===== src/rtl/io_led_pkg.sv =====
// Purpose : shared types and constants for the power-LED driver.
//   led_state_t - LED drive mode, encoded as reported on LED_STATE
//   PA_LED_BIT  - bit of CIA-A PRA that carries the LED / filter control
//   base_state  - steady-state LED mode from the effective PA1 and the dim enable
package io_led_pkg;

    typedef enum logic [1:0] {
        OFF      = 2'd0,
        BRIGHT   = 2'd1,
        DIM      = 2'd2,
        ACTIVITY = 2'd3
    } led_state_t;

    localparam int PA_LED_BIT = 1;

    // PA1 low lights the LED fully; PA1 high gives dim or off.
    function automatic led_state_t base_state(input logic eff_pa1, input logic dim_en);
        if (!eff_pa1) begin
            return BRIGHT;
        end
        return dim_en ? DIM : OFF;
    endfunction

endpackage


===== src/rtl/io_led_ticker.sv =====
// Purpose : free-running prescaler that emits a one-cycle tick every PRESCALE clocks.
// Ports   :
//   i_clk   in  1  system clock
//   i_rst_n in  1  asynchronous active-low reset
//   o_tick  out 1  high on the cycle the prescaler wraps (count == PRESCALE-1)
module io_led_ticker #(
    parameter int PRESCALE = 256
) (
    input  logic i_clk,
    input  logic i_rst_n,
    output logic o_tick
);

    localparam int CNT_W = (PRESCALE > 1) ? $clog2(PRESCALE) : 1;

    logic [CNT_W-1:0] r_cnt;
    logic             w_wrap;

    assign w_wrap = (r_cnt == CNT_W'(PRESCALE - 1));

    always_ff @(posedge i_clk or negedge i_rst_n) begin
        if (!i_rst_n) begin
            r_cnt <= '0;
        end else if (w_wrap) begin
            r_cnt <= '0;
        end else begin
            r_cnt <= r_cnt + CNT_W'(1);
        end
    end

    assign o_tick = w_wrap;

endmodule


===== src/rtl/io_led_driver.sv =====
// Purpose : drives the active-low power LED from CIA-A PA1, with a PWM dim mode
//           for PA1=1 and a blinking, retriggerable drive-activity overlay.
// Ports   :
//   CLK       in  1  system clock
//   _RESET    in  1  asynchronous active-low reset
//   PA_WE     in  1  one-cycle write strobe to CIA-A PRA
//   PA_D      in  8  PRA write data (only bit 1 is used)
//   DDR_OUT   in  1  DDRA bit 1; 0 means PA1 floats high
//   DIM_EN    in  1  1 = PA1 high gives a dim LED instead of off
//   ACT       in  1  drive-activity level; rising edge starts/extends the overlay
//   _LED      out 1  registered LED drive, 0 = lit
//   LED_STATE out 2  current mode: 0 OFF, 1 BRIGHT, 2 DIM, 3 ACTIVITY
module io_led_driver
    import io_led_pkg::*;
#(
    parameter int PRESCALE      = 256,
    parameter int PWM_BITS      = 4,
    parameter int DIM_DUTY      = 4,
    parameter int STRETCH_TICKS = 1024,
    parameter int BLINK_TICKS   = 64
) (
    input  logic       CLK,
    input  logic       _RESET,
    input  logic       PA_WE,
    input  logic [7:0] PA_D,
    input  logic       DDR_OUT,
    input  logic       DIM_EN,
    input  logic       ACT,
    output logic       _LED,
    output logic [1:0] LED_STATE
);

    localparam int          STR_W      = $clog2(STRETCH_TICKS + 1);
    localparam int          BLK_W      = (BLINK_TICKS > 1) ? $clog2(BLINK_TICKS) : 1;
    localparam logic [31:0] DIM_DUTY_U = 32'(DIM_DUTY);

    logic                r_pa1;
    logic                r_act_q;
    logic                r_led;
    logic                r_phase_lit;
    led_state_t          r_state;
    logic [PWM_BITS-1:0] r_pwm_cnt;
    logic [STR_W-1:0]    r_stretch;
    logic [BLK_W-1:0]    r_blink_cnt;

    led_state_t          w_state_nxt;
    logic [STR_W-1:0]    w_stretch_nxt;
    logic [BLK_W-1:0]    w_blink_nxt;
    logic                w_phase_nxt;
    logic                w_led_nxt;
    logic                w_tick;
    logic                w_eff_pa1;
    logic                w_act_rise;
    led_state_t          w_base;
    logic                w_unused_pa;

    // Only PA1 drives the LED; the other PRA bits belong to other functions.
    assign w_unused_pa = ^{PA_D[7:PA_LED_BIT+1], PA_D[PA_LED_BIT-1:0]};

    io_led_ticker #(
        .PRESCALE (PRESCALE)
    ) u_ticker (
        .i_clk   (CLK),
        .i_rst_n (_RESET),
        .o_tick  (w_tick)
    );

    // With the port bit configured as input the pull-up makes PA1 read as 1.
    assign w_eff_pa1  = DDR_OUT ? r_pa1 : 1'b1;
    assign w_base     = base_state(w_eff_pa1, DIM_EN);
    assign w_act_rise = ACT & ~r_act_q;

    always_ff @(posedge CLK or negedge _RESET) begin
        if (!_RESET) begin
            r_pa1     <= 1'b1;
            r_act_q   <= 1'b0;
            r_pwm_cnt <= '0;
        end else begin
            r_act_q <= ACT;
            if (PA_WE) begin
                r_pa1 <= PA_D[PA_LED_BIT];
            end
            // PWM counter wraps naturally at 2**PWM_BITS.
            if (w_tick) begin
                r_pwm_cnt <= r_pwm_cnt + PWM_BITS'(1);
            end
        end
    end

    always_ff @(posedge CLK or negedge _RESET) begin
        if (!_RESET) begin
            r_state     <= OFF;
            r_stretch   <= '0;
            r_blink_cnt <= '0;
            r_phase_lit <= 1'b1;
            r_led       <= 1'b1;
        end else begin
            r_state     <= w_state_nxt;
            r_stretch   <= w_stretch_nxt;
            r_blink_cnt <= w_blink_nxt;
            r_phase_lit <= w_phase_nxt;
            r_led       <= w_led_nxt;
        end
    end

    always_comb begin
        w_state_nxt   = r_state;
        w_stretch_nxt = r_stretch;
        w_blink_nxt   = r_blink_cnt;
        w_phase_nxt   = r_phase_lit;

        if (r_state == ACTIVITY && w_tick) begin
            if (r_blink_cnt == BLK_W'(BLINK_TICKS - 1)) begin
                w_blink_nxt = '0;
                w_phase_nxt = ~r_phase_lit;
            end else begin
                w_blink_nxt = r_blink_cnt + BLK_W'(1);
            end
        end

        if (w_act_rise) begin
            // A rising edge always (re)loads the stretch, even on the cycle
            // the timer would otherwise expire. A retrigger keeps the blink
            // running so the pattern stays continuous.
            w_state_nxt   = ACTIVITY;
            w_stretch_nxt = STR_W'(STRETCH_TICKS);
            if (r_state != ACTIVITY) begin
                w_blink_nxt = '0;
                w_phase_nxt = 1'b1;
            end
        end else if (r_state == ACTIVITY) begin
            if (w_tick) begin
                w_stretch_nxt = r_stretch - STR_W'(1);
                if (r_stretch == STR_W'(1)) begin
                    w_state_nxt = w_base;
                end
            end
        end else begin
            w_state_nxt = w_base;
        end
    end

    always_comb begin
        w_led_nxt = 1'b1;
        case (r_state)
            OFF:      w_led_nxt = 1'b1;
            BRIGHT:   w_led_nxt = 1'b0;
            DIM:      w_led_nxt = !(32'(r_pwm_cnt) < DIM_DUTY_U);
            ACTIVITY: w_led_nxt = ~r_phase_lit;
            default:  w_led_nxt = 1'b1;
        endcase
    end

    assign _LED      = r_led;
    assign LED_STATE = r_state;

endmodule


===== config.mk =====
export PLATFORM = sky130hd
export DESIGN_NAME = io_led_driver
export DESIGN_NICKNAME = d
export VERILOG_FILES = /design/src/rtl/io_led_pkg.sv /design/src/rtl/io_led_ticker.sv /design/src/rtl/io_led_driver.sv
export SDC_FILE = /design/constraint.sdc
export NUM_CORES = 1
export LEC_CHECK = 0
export BUFFER_PORTS_ARGS = -buffer_cell sky130_fd_sc_hd__buf_2
export CORE_MARGIN = 10
export CORE_UTILIZATION = 30
export CTS_CLUSTER_SIZE = 30
export DETAILED_ROUTE_END_ITERATION = 10
export SLEW_MARGIN = 20
export SYNTH_ARGS = -nofsm -noshare
export SYNTH_HDL_FRONTEND = slang
export SYNTH_HIERARCHICAL = 1
export SYNTH_SLANG_ARGS = --single-unit

===== constraint.sdc =====
create_clock -name CLK -period 6.7 [get_ports CLK]
set_input_delay 0.335 -clock CLK [delete_from_list [all_inputs] [get_ports CLK]]
set_output_delay 0.335 -clock CLK [all_outputs]
set_load 0.1 [all_outputs]

==> out/results.txt, run 1 <==
Mean instance size in the synthesized netlist = 10.78 um2
Die H = 94.87 um
Final Wtd Congestion = 0.7559
GRT Util Overall = 7.286%
Clock network fraction of total power = 42.0%
Die footprint = 9000 um2
Net switching share of the total power = 20.98%
Synthesized area = 1682 um2
DRC errors left = 0
DIE WIDTH = 94.87 um
Number of antenna repair diodes = 0
Worst-case vdd ir drop = 0.0001336 V
First element of the critical path = u_ticker/r_cnt[0]
F_max = 416.1 MHz
Setup violators final = 0
Synthesis-to-finish area growth = 12.65%
TritonCTS clock tree = built
Initial standard-cell utilization of the core = 30.73%
Worst R2R Path Depth = 7
Max cap viols = 0
Startpoint kind of the worst setup timing path = register
Unrepaired setup endpoints after global routing = no
Fill cells = 562
Final hold violation count = 0
Power per cell area = 208.8 nW/um2
Count of hold-fix buffers inserted at cts = 0
H-tree depth = 2
Global-route wire length before repair = 5299 um
Net count after synthesis = 175
Final cell count without fillers = 242
CP required = 6.90 ns
Worst max-slew margin expressed relative to the limit = 46.94%
Final nets = 188
FP Rows = 27
Crit path arrival time = 2.60 ns
Leftover overflow at the end of global routing = 0
Slack of the worst reg-to-reg path = 4.30 ns
Final worst setup slack = 4.297 ns
Slew Viols, Final = 0
Largest net degree at the start of global routing = 36
Clock buffer count from CTS = 5
Clock tree root buffer cell = sky130_fd_sc_hd__clkbuf_8
Routed vias = 1143
Num Clock Sinks = 35
Worst r2r src = u_ticker/r_cnt[0]
Overall power = 0.3955 mW
DP Worst Slack = 4.304 ns
Post-CTS repair timing setup buffer count = 0
Number of nets with antenna violations after routing = 0
Relative contribution of sequential cells to total power = 54.6%
Area of the placeable core = 5473 um2
Number of I/O port buffers = 9
Clock insertion delay at the later pin of the skew report = 0.28 ns
Category of the most critical setup path = register to register
Yosys warns = 6
Time the worst path needs with I/O delays and setup = 2.403 ns
Post-synthesis sequential element count = 35
Count of distinct cell types in the synthesized netlist = 38
Actual transition at the worst max-transition pin = 0.7943 ns
Cell Int Power = 0.3125 mW
Period utilization = 35.87%
Number of primary I/O pins = 17
HPWL after detailed placement = 2073 um
Cell leakage power = 0.8216 nW
Number of detailed-route iterations in the first pass = 4
Share of the yosys chip area belonging to registers = 52.31%
Kind of end point of the critical path = register
Outcome = finished clean
Combinational share of power = 3.4%
Wire length reported by the detailed router = 2971 um
Placed Cells incl. Taps = 234
Worst hold slack = 0.1330 ns
Number of global-route vias before repair = 1196
Cell count after synthesis = 156
Async set or reset register ratio after synthesis = 100.0%
Top FF cell, synth = sky130_fd_sc_hd__dfrtp_1
Number of instances resized during post-cts repair = 0
Number of synthesized flops with an enable pin = 0
Reg2reg end = r_stretch[8]
Worst setup skew after layout = 0.004529 ns
Maximum count of clock buffers along a single path = 2
End point of the critical path = r_stretch[8]
Initial DRC count = 76
Fin Setup TNS = 0 ns
Per-cell via count in the routed design = 4.723
Share of final-layout standard cells stronger than drive strength 1 = 17.65%
Largest fanout of any net on the critical path = 13
Worst-path clk slew = 0.07 ns
Wire length per cell = 12.28 um
Path class of the lowest-slack min-delay path = input pin to async pin
Switching power = 0.08298 mW
Number of antenna violations at the first check in global routing = 0
## layout make-up
type	count	area, um2	area share [%]
multi-input combinational	113	757.0	39.96
inverter	4	15.01	0.7926
timing repair buffer	10	52.55	2.774
tap	72	90.09	4.756
sequential	35	879.6	46.43
clock buffer	8	100.1	5.284
## worst max-delay path: stages (launching register included)
cell                      delay [ns]
sky130_fd_sc_hd__dfrtp_1        0.39
sky130_fd_sc_hd__ha_1           0.22
sky130_fd_sc_hd__nand2_1        0.12
sky130_fd_sc_hd__nor3_2         0.18
sky130_fd_sc_hd__buf_4          0.21
sky130_fd_sc_hd__or4b_4         0.55
sky130_fd_sc_hd__or4_1          0.52
sky130_fd_sc_hd__a21oi_1        0.15
## cell families after synthesis
logic type                 Yosys count  synth area share, %
and+or+nand+nor                     64                21.88
adders and majority gates            5                3.720
buffers and inverters                8                2.678
AOI/OAI and AO/OA                   27                9.897
xor gates and xnor gates            10                5.208
DFF                                 35                52.31
muxes                                7                4.315
## Yosys cell counts, types with 5 or more instances
| master | instances | area, um2 |
|---|---|---|
| sky130_fd_sc_hd__a21oi_1 | 12 | 60.06 |
| sky130_fd_sc_hd__dfrtp_1 | 32 | 800.8 |
| sky130_fd_sc_hd__ha_1 | 5 | 62.56 |
| sky130_fd_sc_hd__mux2i_1 | 5 | 50.05 |
| sky130_fd_sc_hd__nand2_1 | 11 | 41.29 |
| sky130_fd_sc_hd__nand2b_1 | 5 | 31.28 |
| sky130_fd_sc_hd__nand3_1 | 7 | 35.03 |
| sky130_fd_sc_hd__nor2_1 | 9 | 33.78 |
| sky130_fd_sc_hd__nor4_1 | 5 | 31.28 |
| sky130_fd_sc_hd__o31ai_1 | 5 | 37.54 |
| sky130_fd_sc_hd__xnor2_1 | 5 | 43.79 |
| sky130_fd_sc_hd__xor2_1 | 5 | 43.79 |
## flip-flops by register name, indices dropped and copies added, names as in the netlist
| name | flops |
|---|---|
| r_act_q | 1 |
| _LED | 1 |
| r_blink_cnt | 6 |
| u_ticker/r_cnt | 8 |
| LED_STATE | 2 |
| r_pa1 | 1 |
| r_phase_lit | 1 |
| r_stretch | 11 |
| r_pwm_cnt | 4 |
## per-layer routing
metal  vias up  share of wire [%]  track usage, %
met5         -                  0               0
met4         0                1.6           2.993
met3         4                4.3           3.172
met2        11                 46           11.84
met1       537                 48           8.209
li1        591                  -               -
## worst min path at each step
stage | start | to | slack [ns] | depth (start not counted)
final | _RESET | u_ticker/r_cnt[1] | 0.13 | 1
after global routing | ACT | r_act_q | 0.18 | 1
after CTS | _RESET | r_blink_cnt[0] | 0.17 | 1
after detailed placement | _RESET | u_ticker/r_cnt[1] | 0.47 | 1
after global placement | r_pwm_cnt[3] | r_pwm_cnt[3] | 0.46 | 1
after floorplan | _RESET | LED_STATE[0] | 0.04 | 0
## per-stage QoR
step                      area [um2]  util (%)
final                           1894     34.61
after global routing            1894     34.61
after CTS                       1894     34.61
after detailed placement        1794     32.78
after global placement          1794     32.78
after floorplan                 1682         -
## cell usage in the layout (no fill, tap or decap), types with 3 or more instances in the layout
| master | instances |
|---|---|
| sky130_fd_sc_hd__dfrtp_1 | 32 |
| sky130_fd_sc_hd__a21oi_1 | 12 |
| sky130_fd_sc_hd__nand2_1 | 11 |
| sky130_fd_sc_hd__nor2_1 | 9 |
| sky130_fd_sc_hd__buf_2 | 9 |
| sky130_fd_sc_hd__nand3_1 | 7 |
| sky130_fd_sc_hd__clkbuf_8 | 7 |
| sky130_fd_sc_hd__nand2b_1 | 5 |
| sky130_fd_sc_hd__nor4_1 | 5 |
| sky130_fd_sc_hd__xnor2_1 | 5 |
| sky130_fd_sc_hd__mux2i_1 | 5 |
| sky130_fd_sc_hd__o31ai_1 | 5 |
| sky130_fd_sc_hd__xor2_1 | 5 |
| sky130_fd_sc_hd__ha_1 | 5 |
| sky130_fd_sc_hd__inv_1 | 4 |
| sky130_fd_sc_hd__nand4_1 | 4 |
| sky130_fd_sc_hd__o21ai_0 | 4 |
| sky130_fd_sc_hd__or4_1 | 4 |
| sky130_fd_sc_hd__or3_1 | 3 |
| sky130_fd_sc_hd__or2_2 | 3 |
| sky130_fd_sc_hd__dfstp_2 | 3 |
## power groups by stage
stage	clock network, mW	registers, mW	logic, mW
after floorplan	0	0.220	0.00648
after global placement	0	0.220	0.0137
after detailed placement	0	0.220	0.0141
after CTS	0.172	0.216	0.0141
after global routing	0.181	0.216	0.0156
final	0.166	0.216	0.0135
(Power assumes the default switching activity.)
==> inputs of run 2 (changes only) <==
==> constraint.sdc (replaced) <==
create_clock -name CLK -period 2.12 [get_ports CLK]
set_input_delay 0.106 -clock CLK [delete_from_list [all_inputs] [get_ports CLK]]
set_output_delay 0.106 -clock CLK [all_outputs]
set_load 0.1 [all_outputs]
==> out/results.txt, run 2 (same netlist as run 1, synthesis figures left out) <==
Routed vias = 1224 (was 1143)
H-tree depth = 2 (unchanged)
Final nets = 197 (was 188)
Die footprint = 9000 um2 (unchanged)
Crit path arrival time = 2.34 ns (was 2.60 ns)
Wire length reported by the detailed router = 3231 um (was 2971 um)
Cell Int Power = 1.075 mW (was 0.3125 mW)
Die H = 94.87 um (unchanged)
Final hold violation count = 0 (unchanged)
Category of the most critical setup path = register to register (unchanged)
Wire length per cell = 12.87 um (was 12.28 um)
Family with the most delay on the worst path = simple AND/OR/NAND/NOR gates (unchanged)
Largest fanout of any net on the critical path = 6 (was 13)
Clock buffer count from CTS = 5 (unchanged)
TritonCTS clock tree = built (unchanged)
DRC errors left = 0 (unchanged)
Startpoint kind of the worst setup timing path = register (unchanged)
Final Wtd Congestion = 0.7535 (was 0.7559)
Number of primary I/O pins = 17 (unchanged)
HPWL after detailed placement = 2194 um (was 2073 um)
Area of the placeable core = 5473 um2 (unchanged)
Largest stage delay, worst path = 0.53 ns (was 0.55 ns)
Initial standard-cell utilization of the core = 30.73% (unchanged)
Most frequent cells in the layout = 32 x sky130_fd_sc_hd__dfrtp_1, 12 x sky130_fd_sc_hd__a21oi_1, 10 x sky130_fd_sc_hd__nand2_1 (was 32 x sky130_fd_sc_hd__dfrtp_1, 12 x sky130_fd_sc_hd__a21oi_1, 11 x sky130_fd_sc_hd__nand2_1)
FP Rows = 27 (unchanged)
Cell area after layout = 2022 um2 (was 1894 um2)
Worst path slowest cell = sky130_fd_sc_hd__or4b_4 (unchanged)
Worst setup skew after layout = 0.005724 ns (was 0.004529 ns)
Num Clock Sinks = 35 (unchanged)
Number of global-route vias before repair = 1257 (was 1196)
Final worst setup slack = -0.01345 ns (was 4.297 ns)
Outcome = complete, but fails checks (was finished clean)
Register with the most flip-flops = r_stretch (unchanged)
Cell leakage power = 0.9072 nW (was 0.8216 nW)
Worst max-slew margin expressed relative to the limit = 48.34% (was 46.94%)
Clock insertion delay at the later pin of the skew report = 0.29 ns (was 0.28 ns)
Max cap viols = 0 (unchanged)
Global-route wire length before repair = 5692 um (was 5299 um)
Worst-case vdd ir drop = 0.0004054 V (was 0.0001336 V)
Number of nets with antenna violations after routing = 0 (unchanged)
Share of final-layout standard cells stronger than drive strength 1 = 22.91% (was 17.65%)
Combinational share of power = 3.5% (was 3.4%)
Clock tree root buffer cell = sky130_fd_sc_hd__clkbuf_8 (unchanged)
DP Worst Slack = 0.06119 ns (was 4.304 ns)
Unrepaired setup endpoints after global routing = yes (was no)
Clock network fraction of total power = 45.5% (was 42.0%)
Failing checks = setup timing
DIE WIDTH = 94.87 um (unchanged)
Number of I/O port buffers = 9 (unchanged)
Number of buffers and inverters on the critical path = 0 (was 1)
Switching power = 0.2627 mW (was 0.08298 mW)
Max FFs per register = 11 (unchanged)
Number of antenna violations at the first check in global routing = 0 (unchanged)
Number of antenna repair diodes = 0 (unchanged)
Net switching share of the total power = 19.64% (was 20.98%)
Worst hold slack = 0.05878 ns (was 0.1330 ns)
Relative contribution of sequential cells to total power = 51.0% (was 54.6%)
Number of detailed-route iterations in the first pass = 4 (unchanged)
Standard cell area after detailed placement = 1843 um2 (was 1794 um2)
Cells along the critical path = ha_4, nand2_4, nor3_4, or4b_4, or4_1, a21oi_1 (was ha_1, nand2_1, nor3_2, buf_4, or4b_4, or4_1, a21oi_1)
Period utilization = 100.6% (was 35.87%)
Kind of end point of the critical path = register (unchanged)
Power per cell area = 661.6 nW/um2 (was 208.8 nW/um2)
Actual transition at the worst max-transition pin = 0.7748 ns (was 0.7943 ns)
F_max = 468.7 MHz (was 416.1 MHz)
Slew Viols, Final = 0 (unchanged)
Per-cell via count in the routed design = 4.876 (was 4.723)
GRT Util Overall = 8.038% (was 7.286%)
Path class of the lowest-slack min-delay path = input pin to register (was input pin to async pin)
Largest net degree at the start of global routing = 36 (unchanged)
Most common cell after layout, fill and taps aside = sky130_fd_sc_hd__dfrtp_1 (unchanged)
Synthesis-to-finish area growth = 20.24% (was 12.65%)
Time the worst path needs with I/O delays and setup = 2.133 ns (was 2.403 ns)
Leftover overflow at the end of global routing = 0 (unchanged)
Maximum count of clock buffers along a single path = 2 (unchanged)
Biggest registers after layout = r_stretch x11, u_ticker/r_cnt x8, r_blink_cnt x6 (unchanged)
Initial DRC count = 52 (was 76)
Worst-path clk slew = 0.07 ns (about the same)
Slack of the worst reg-to-reg path = -0.01 ns (was 4.30 ns)
CP required = 2.33 ns (was 6.90 ns)
Setup violators final = 1 (was 0)
## run 2: final timing paths
kind                                endpoint              start  cells past startpoint
setup reg to reg                r_stretch[8]  u_ticker/r_cnt[0]                      6
setup / recovery                r_stretch[8]  u_ticker/r_cnt[0]                      6
hold / removal                         r_pa1            PA_D[1]                      2
min in group asynchronous  u_ticker/r_cnt[2]             _RESET                      2
hold reg to reg                 r_pwm_cnt[3]       r_pwm_cnt[3]                      1
max in group asynchronous       LED_STATE[1]             _RESET                      2
## run 2: worst reg2reg max path, stage by stage, from the launching register on
cell and delay (ns):
sky130_fd_sc_hd__dfrtp_1 0.40, sky130_fd_sc_hd__ha_4 0.17, sky130_fd_sc_hd__nand2_4 0.06, sky130_fd_sc_hd__nor3_4 0.22, sky130_fd_sc_hd__or4b_4 0.53, sky130_fd_sc_hd__or4_1 0.53, sky130_fd_sc_hd__a21oi_1 0.15
## run 2: final cells by class
type / count / area, um2
multi-input combinational: 114 / 802.0
inverter: 4 / 15.01
clock inverter: 2 / 35.03
tap: 72 / 90.09
timing repair buffer: 18 / 117.6
sequential: 35 / 879.6
clock buffer: 6 / 82.58
fill: 560 / 3451
## run 2: layer usage
metal	global-route usage, %	share of wire [%]
met5	0	0
met4	4.489	2.4
met3	2.538	2.3
met2	12.87	47
met1	9.337	48
## run 2: power by group through the flow
stage | clock network [mW] | logic, mW | registers [mW]
floorplan | 0 | 0.0205 | 0.694
detailed placement | 0 | 0.0462 | 0.695
global route | 0.665 | 0.0548 | 0.683
CTS | 0.635 | 0.0493 | 0.682
global placement | 0 | 0.0458 | 0.695
finish | 0.608 | 0.0471 | 0.682
## run 2: what timing repair did
| action | CTS | global route |
|---|---|---|
| buffers inserted | 0 | 1 |
| hold buffers | 2 | 0 |
| endpoints found under the hold margin | 33 | 0 |
| setup endpoints to repair | 0 | 6 |
| resized for setup | 0 | 4 |
## run 2: through the flow
step                       TNS, ns  power, mW  instances  util, %
final                     -0.01345      1.338        251    36.95
after floorplan            -0.1650     0.7143        156        -
after CTS                        0      1.366        249    36.19
after global placement           0     0.7404        239    33.68
after detailed placement         0     0.7410        239    33.68
after global routing       -0.4208      1.403        251    36.95
